### config.mk
export PLATFORM = sky130hd
export DESIGN_NAME = l1_data_cache
export DESIGN_NICKNAME = d
export VERILOG_FILES = /design/src/rtl/l1_data_cache.sv
export SDC_FILE = /design/constraint.sdc
export NUM_CORES = 2
export LEC_CHECK = 0
export BUFFER_PORTS_ARGS = -buffer_cell sky130_fd_sc_hd__buf_2
export CORE_MARGIN = 1
export CORE_UTILIZATION = 35
export CTS_CLUSTER_SIZE = 40
export DETAILED_ROUTE_END_ITERATION = 16
export PLACE_DENSITY_LB_ADDON = 0.12
export SLEW_MARGIN = 20
export SYNTH_ARGS = -nofsm -noshare
export SYNTH_HDL_FRONTEND = slang
export SYNTH_SLANG_ARGS = --single-unit
### constraint.sdc
create_clock -name clk -period 3.75 [get_ports clk]
set_input_delay 0.5625 -clock clk [delete_from_list [all_inputs] [get_ports clk]]
set_output_delay 0.5625 -clock clk [all_outputs]
set_load 0.005 [all_outputs]
### src/rtl/l1_data_cache.sv
// rtl/l1_data_cache.sv - set-associative write-back, write-allocate L1 data cache with true-LRU replacement
module l1_data_cache #(
    parameter int ADDR_WIDTH = 11,
    parameter int DATA_WIDTH = 8,
    parameter int CACHE_SIZE = 256,
    parameter int BLOCK_SIZE = 16,
    parameter int NUM_WAYS   = 2
) (
    input  logic                                 clk,
    input  logic                                 rst_n,
    input  logic [ADDR_WIDTH-1:0]                cpu_addr,
    input  logic [DATA_WIDTH-1:0]                cpu_data_in,
    input  logic                                 cpu_read,
    input  logic                                 cpu_write,
    output logic [DATA_WIDTH-1:0]                cpu_data_out,
    output logic                                 cpu_ready,
    output logic                                 l1_hit,
    output logic [ADDR_WIDTH-1:0]                l2_cache_addr,
    output logic [BLOCK_SIZE-1:0][DATA_WIDTH-1:0] l2_cache_data_out,
    input  logic [BLOCK_SIZE-1:0][DATA_WIDTH-1:0] l2_cache_data_in,
    output logic                                 l2_cache_read,
    output logic                                 l2_cache_write,
    input  logic                                 l2_cache_ready,
    input  logic                                 l2_cache_hit
);
    localparam int NUM_SETS = CACHE_SIZE / BLOCK_SIZE / NUM_WAYS;
    localparam int OFF_W    = $clog2(BLOCK_SIZE);
    localparam int IDX_W    = $clog2(NUM_SETS);
    localparam int TAG_W    = ADDR_WIDTH - OFF_W - IDX_W;
    localparam int WAY_W    = (NUM_WAYS > 1) ? $clog2(NUM_WAYS) : 1;
    localparam int LINE_W   = BLOCK_SIZE * DATA_WIDTH;

    typedef enum logic [2:0] {IDLE, LOOKUP, WRITEBACK, ALLOCATE, RESPOND} state_t;

    state_t              state_q;
    logic [NUM_WAYS-1:0] valid [NUM_SETS];
    logic [NUM_WAYS-1:0] dirty [NUM_SETS];
    logic [TAG_W-1:0]    tags  [NUM_SETS][NUM_WAYS];
    logic [LINE_W-1:0]   data  [NUM_SETS][NUM_WAYS];
    logic [WAY_W-1:0]    lru_q [NUM_SETS][NUM_WAYS];

    logic [ADDR_WIDTH-1:0] addr_q;
    logic [DATA_WIDTH-1:0] wdata_q;
    logic                  is_write_q;
    logic                  missed_q;
    logic [WAY_W-1:0]      victim_q;

    logic [TAG_W-1:0] req_tag;
    logic [IDX_W-1:0] req_idx;
    logic [OFF_W-1:0] req_off;
    logic             hit;
    logic             found_inv;
    logic [WAY_W-1:0] hit_way;
    logic [WAY_W-1:0] victim_way;
    logic [WAY_W-1:0] best_age;
    logic             unused_l2_hit;

    assign req_tag       = addr_q[ADDR_WIDTH-1 -: TAG_W];
    assign req_idx       = addr_q[OFF_W +: IDX_W];
    assign req_off       = addr_q[OFF_W-1:0];
    assign unused_l2_hit = l2_cache_hit;

    // Age 0 is most recent; victim is the lowest invalid way, else the oldest way.
    always_comb begin
        hit        = 1'b0;
        hit_way    = '0;
        found_inv  = 1'b0;
        victim_way = '0;
        best_age   = lru_q[req_idx][0];
        for (int w = 0; w < NUM_WAYS; w++) begin
            if (valid[req_idx][w] && tags[req_idx][w] == req_tag) begin
                hit     = 1'b1;
                hit_way = WAY_W'(w);
            end
        end
        for (int w = 0; w < NUM_WAYS; w++) begin
            if (!valid[req_idx][w] && !found_inv) begin
                found_inv  = 1'b1;
                victim_way = WAY_W'(w);
            end
        end
        if (!found_inv) begin
            for (int w = 1; w < NUM_WAYS; w++) begin
                if (lru_q[req_idx][w] > best_age) begin
                    best_age   = lru_q[req_idx][w];
                    victim_way = WAY_W'(w);
                end
            end
        end
    end

    always_ff @(posedge clk or negedge rst_n) begin
        if (!rst_n) begin
            state_q           <= IDLE;
            addr_q            <= '0;
            wdata_q           <= '0;
            is_write_q        <= 1'b0;
            missed_q          <= 1'b0;
            victim_q          <= '0;
            cpu_data_out      <= '0;
            cpu_ready         <= 1'b0;
            l1_hit            <= 1'b0;
            l2_cache_addr     <= '0;
            l2_cache_data_out <= '0;
            l2_cache_read     <= 1'b0;
            l2_cache_write    <= 1'b0;
            for (int s = 0; s < NUM_SETS; s++) begin
                valid[s] <= '0;
                dirty[s] <= '0;
                for (int w = 0; w < NUM_WAYS; w++) begin
                    lru_q[s][w] <= '0;
                end
            end
        end else begin
            case (state_q)
                IDLE: begin
                    if (cpu_read || cpu_write) begin
                        addr_q     <= cpu_addr;
                        wdata_q    <= cpu_data_in;
                        is_write_q <= cpu_write;
                        missed_q   <= 1'b0;
                        state_q    <= LOOKUP;
                    end
                end
                LOOKUP: begin
                    if (hit) begin
                        if (is_write_q) begin
                            dirty[req_idx][hit_way] <= 1'b1;
                            cpu_data_out            <= wdata_q;
                        end else begin
                            cpu_data_out <= data[req_idx][hit_way][int'(req_off)*DATA_WIDTH +: DATA_WIDTH];
                        end
                        for (int w = 0; w < NUM_WAYS; w++) begin
                            if (WAY_W'(w) == hit_way) begin
                                lru_q[req_idx][w] <= '0;
                            end else if (lru_q[req_idx][w] <= lru_q[req_idx][hit_way] &&
                                         lru_q[req_idx][w] != WAY_W'(NUM_WAYS-1)) begin
                                lru_q[req_idx][w] <= lru_q[req_idx][w] + 1'b1;
                            end
                        end
                        cpu_ready <= 1'b1;
                        l1_hit    <= !missed_q;
                        state_q   <= RESPOND;
                    end else begin
                        missed_q <= 1'b1;
                        victim_q <= victim_way;
                        if (valid[req_idx][victim_way] && dirty[req_idx][victim_way]) begin
                            l2_cache_write    <= 1'b1;
                            l2_cache_addr     <= {tags[req_idx][victim_way], req_idx, {OFF_W{1'b0}}};
                            l2_cache_data_out <= data[req_idx][victim_way];
                            state_q           <= WRITEBACK;
                        end else begin
                            l2_cache_read <= 1'b1;
                            l2_cache_addr <= {req_tag, req_idx, {OFF_W{1'b0}}};
                            state_q       <= ALLOCATE;
                        end
                    end
                end
                WRITEBACK: begin
                    if (l2_cache_ready) begin
                        l2_cache_write           <= 1'b0;
                        dirty[req_idx][victim_q] <= 1'b0;
                        l2_cache_read            <= 1'b1;
                        l2_cache_addr            <= {req_tag, req_idx, {OFF_W{1'b0}}};
                        state_q                  <= ALLOCATE;
                    end
                end
                ALLOCATE: begin
                    if (l2_cache_ready) begin
                        l2_cache_read            <= 1'b0;
                        valid[req_idx][victim_q] <= 1'b1;
                        dirty[req_idx][victim_q] <= 1'b0;
                        state_q                  <= LOOKUP;
                    end
                end
                RESPOND: begin
                    cpu_ready <= 1'b0;
                    l1_hit    <= 1'b0;
                    state_q   <= IDLE;
                end
                default: state_q <= IDLE;
            endcase
        end
    end

    // Line storage needs no reset: a line is only read once its valid bit is set.
    always_ff @(posedge clk) begin
        if (state_q == LOOKUP && hit && is_write_q) begin
            data[req_idx][hit_way][int'(req_off)*DATA_WIDTH +: DATA_WIDTH] <= wdata_q;
        end
        if (state_q == ALLOCATE && l2_cache_ready) begin
            data[req_idx][victim_q] <= l2_cache_data_in;
            tags[req_idx][victim_q] <= req_tag;
        end
    end
endmodule

==> qor.txt <==
Outcome -> finished with violations
Failing checks -> negative setup slack
GR Overflow Total -> 0
Syn Area/Cell -> 14.8 um2
Initial Util -> 35.2%
R2R Setup Slk -> -120 ps
Worst-Skew Late Latency -> 970 ps
DPL Wire Length -> 286 mm
Net Sw Frac -> 43.1%
Clock power share -> 21.4%
Worst setup margin -> -125 ps
Fin crit period -> 3870 ps
Slew Limit Fails -> 0
Fill count -> 24156
Fraction of layout cells with a size suffix above 1 -> 32.2%
Syn Inst Count -> 6429
Post-synth EDFFs -> 2112
Initial antenna violation count -> 28
First-pass GRT wire length -> 546 mm
Clock buffer depth -> 4
Vias per inst -> 5.91
DRT antenna net count -> 0
Final setup viols -> 410
Slew HR -> 17.0%
Reg-to-reg critical path startpoint -> addr_q[4]$_DFFE_PN0P_
H-tree levels -> 5
RSZ-0062 raised after global routing -> yes
Dominant cell by count in the synthesized netlist -> edfxtp_1
Syn. warnings -> 0
Synth unique cells -> 89
Net Sw Power -> 52300 uW
Top cells by area, synth -> edfxtp_1 (67%), dfrtp_1 (5.8%), nand2_1 (2.6%)
Die area -> 274000 um2
Crit path to -> data[3][251]$_DFFE_PP_
Total CTS buffers -> 278
Leak -> 0.0427 uW
Die W -> 524 um
Worst r2r path cells -> 15
Place WS -> -912 ps
Placer Congestion -> 0.920
Area Overhead vs Synth -> 27.6%
Required @ worst endpoint -> 4380 ps
Internal power -> 69000 uW
Final Hold Fails -> 0
Max-cap viol count -> 0
Cell taking the most area after synthesis -> edfxtp_1
Netlist Area Pre-Place -> 95200 um2
Synth top area share -> 66.6%
Post-synth ARST share -> 9.43%
Clock-pin slew on the worst setup and hold paths -> 60 ps
CP Class -> flop to flop
VDD IR max -> 0.000761 V
Hold Startpoint -> l2_cache_data_in[14]
First-pass DRT Iterations -> 8
Launch point of the worst path -> addr_q[4]$_DFFE_PN0P_
Nature of the critical path endpoint -> flop
Hold slack -> 29.8 ps
Wire per inst -> 35.5 um
DR iter-0 viols -> 8686
Largest net degree at the start of global routing -> 82
Number of global-route vias before repair -> 63833
Logic pwr share -> 50.3%
Clock skew -> 80.5 ps
Measured slew at the worst slew-check pin -> 1230 ps
Final #Nets -> 7884
Worst min path class -> input port to flop
Power Density -> 998 nW/um2
Worst setup SP type -> flop
Top-Level Pins -> 304
Flops & latches, synth -> 2332
Synth Flop Type -> edfxtp_1
# rows -> 191
Worst EP arrival -> 4500 ps
Crit Reg-Reg Endpoint -> data[3][251]$_DFFE_PP_
Drt total wl -> 408 mm
Sequential area share after synthesis -> 72.4%
FMAX -> 258 MHz
Clock sinks -> 2332
Period utilization -> 103%
Sum Neg Setup Slack -> -16910 ps
DRC errors left -> 0
CTS tree -> done
Most common library cells after synthesis -> edfxtp_1 (2112), nand2_1 (666), nor2_1 (456), o21ai_0 (445), a22oi_1 (329)
Die Ht -> 524 um
Port bufs -> 298
Seq pwr share -> 28.3%
Total track usage -> 29.1%
Via count -> 68024
Worst-path fanout max -> 8
Core area -> 271000 um2
Clock Tree Root -> clkbuf_16
worst min-delay path by stage:
stage / end / cells after the start
3_5_place_dp: valid[10]$_DFFE_PN0P_ / 1
6_report: data[3][142]$_DFFE_PP_ / 3
5_1_grt: data[3][142]$_DFFE_PP_ / 3
2_1_floorplan: addr_q[0]$_DFFE_PN0P_ / 0
4_1_cts: data[6][84]$_DFFE_PP_ / 4
3_3_place_gp: valid[0]$_DFFE_PN0P_ / 1
per-layer routing:
layer	up-vias	wire, um	GRT usage [%]	share of wire [%]
met2	3724	180000	43.7	44
met1	35532	171000	41.3	42
met3	718	36000	5.09	8.8
met5	-	54	0	0.013
met4	8	21100	13.0	5.2
li1	28042	-	-	-
power by group through the flow:
stage               clock (uW)  combinational [uW]  sequential, uW
global placement             0               56000           34800
floorplan                    0               22200           34100
finish                   26000               61000           34300
detailed placement           0               56200           34800
CTS                      26300               56900           34300
global route             27200               61800           34400
cell families (layout without fill, tap and decap cells):
kind of cell | count (synthesis) | count (layout) | synth area share [%]
AO/OA/AOI/OAI | 1688 | 1688 | 12.4
XOR/XNOR | 10 | 10 | 0.120
flip-flops | 2332 | 2332 | 72.4
other | 1 | 18 | 0.00394
multiplexers | 510 | 510 | 6.65
adder cells (fa/ha/maj) | 5 | 5 | 0.0657
buffers and inverters | 530 | 2016 | 2.46
AND/OR/NAND/NOR | 1353 | 1353 | 5.96
repair_timing:
action                                 4_1_cts  5_1_grt
endpoints found under the hold margin       99        0
pin swaps                                    6       69
setup buffers                               14       49
hold buffers                                23        0
cloned                                       0        6
setup endpoints to repair                 1958     1902
gates resized for setup                    105      509
placed cells by master, fill, tap and decap left out, drive strengths merged, types with 21 or more instances in the layout:
cell type    instances
edfxtp            2112
buf               1496
nand2              666
nor2               456
o21ai              449
clkbuf             363
a22oi              330
mux2               220
dfrtp              220
a221oi             216
mux2i              214
a21oi              187
o31ai              147
clkinv              85
mux4                76
a221o               54
a22o                42
nand4               40
nand3               39
a222oi              38
o211ai              34
a31oi               32
o22ai               27
nor3                24
dlygate4sd3         23
and3                23
inv                 23
or2                 22
nor4                22
o221ai              21
worst max-delay path, cell delays in order, from the launching register on:
cell	delay (ps)
dfrtp_4	550
buf_6	160
buf_4	130
mux4_2	410
mux2i_1	270
xor2_1	210
nand4_1	260
buf_4	250
nor3_4	190
buf_6	190
and3_4	210
buf_12	160
a21oi_4	70
buf_12	160
nor2_4	140
buf_8	160
metrics by stage:
stage	instances	power, uW	area, um2	utilization (%)
final	11502	121000	122000	44.9
after global routing	11492	123000	121000	44.9
after CTS	11437	117000	119000	43.8
after detailed placement	10928	91000	109000	40.4
after global placement	10928	90800	109000	40.4
after floorplan	6432	56200	95200	-
sequential cells by signal (all words and copies together), names as in the netlist:
signal             count
data                2048
l2_cache_data_out    128
tags                  64
dirty                 16
lru_q                 16
valid                 16
addr_q                11
cpu_data_out           8
wdata_q                8
l2_cache_addr          7
state_q                3
cpu_ready              1
is_write_q             1
l1_hit                 1
l2_cache_read          1
l2_cache_write         1
missed_q               1
victim_q               1
layout make-up:
class                      instances  area [um2]  area share (%)
timing repair buffer            1527       13600            11.2
clock buffer                     355        7480            6.16
clock inverter                   117        1060           0.872
inverter                          17        73.8          0.0607
multi-input combinational       3570       25900            21.3
antenna                           14        35.0          0.0288
tap                             3570        4470            3.68
sequential                      2332       68900            56.7
Power figures use the tool's default switching activity.
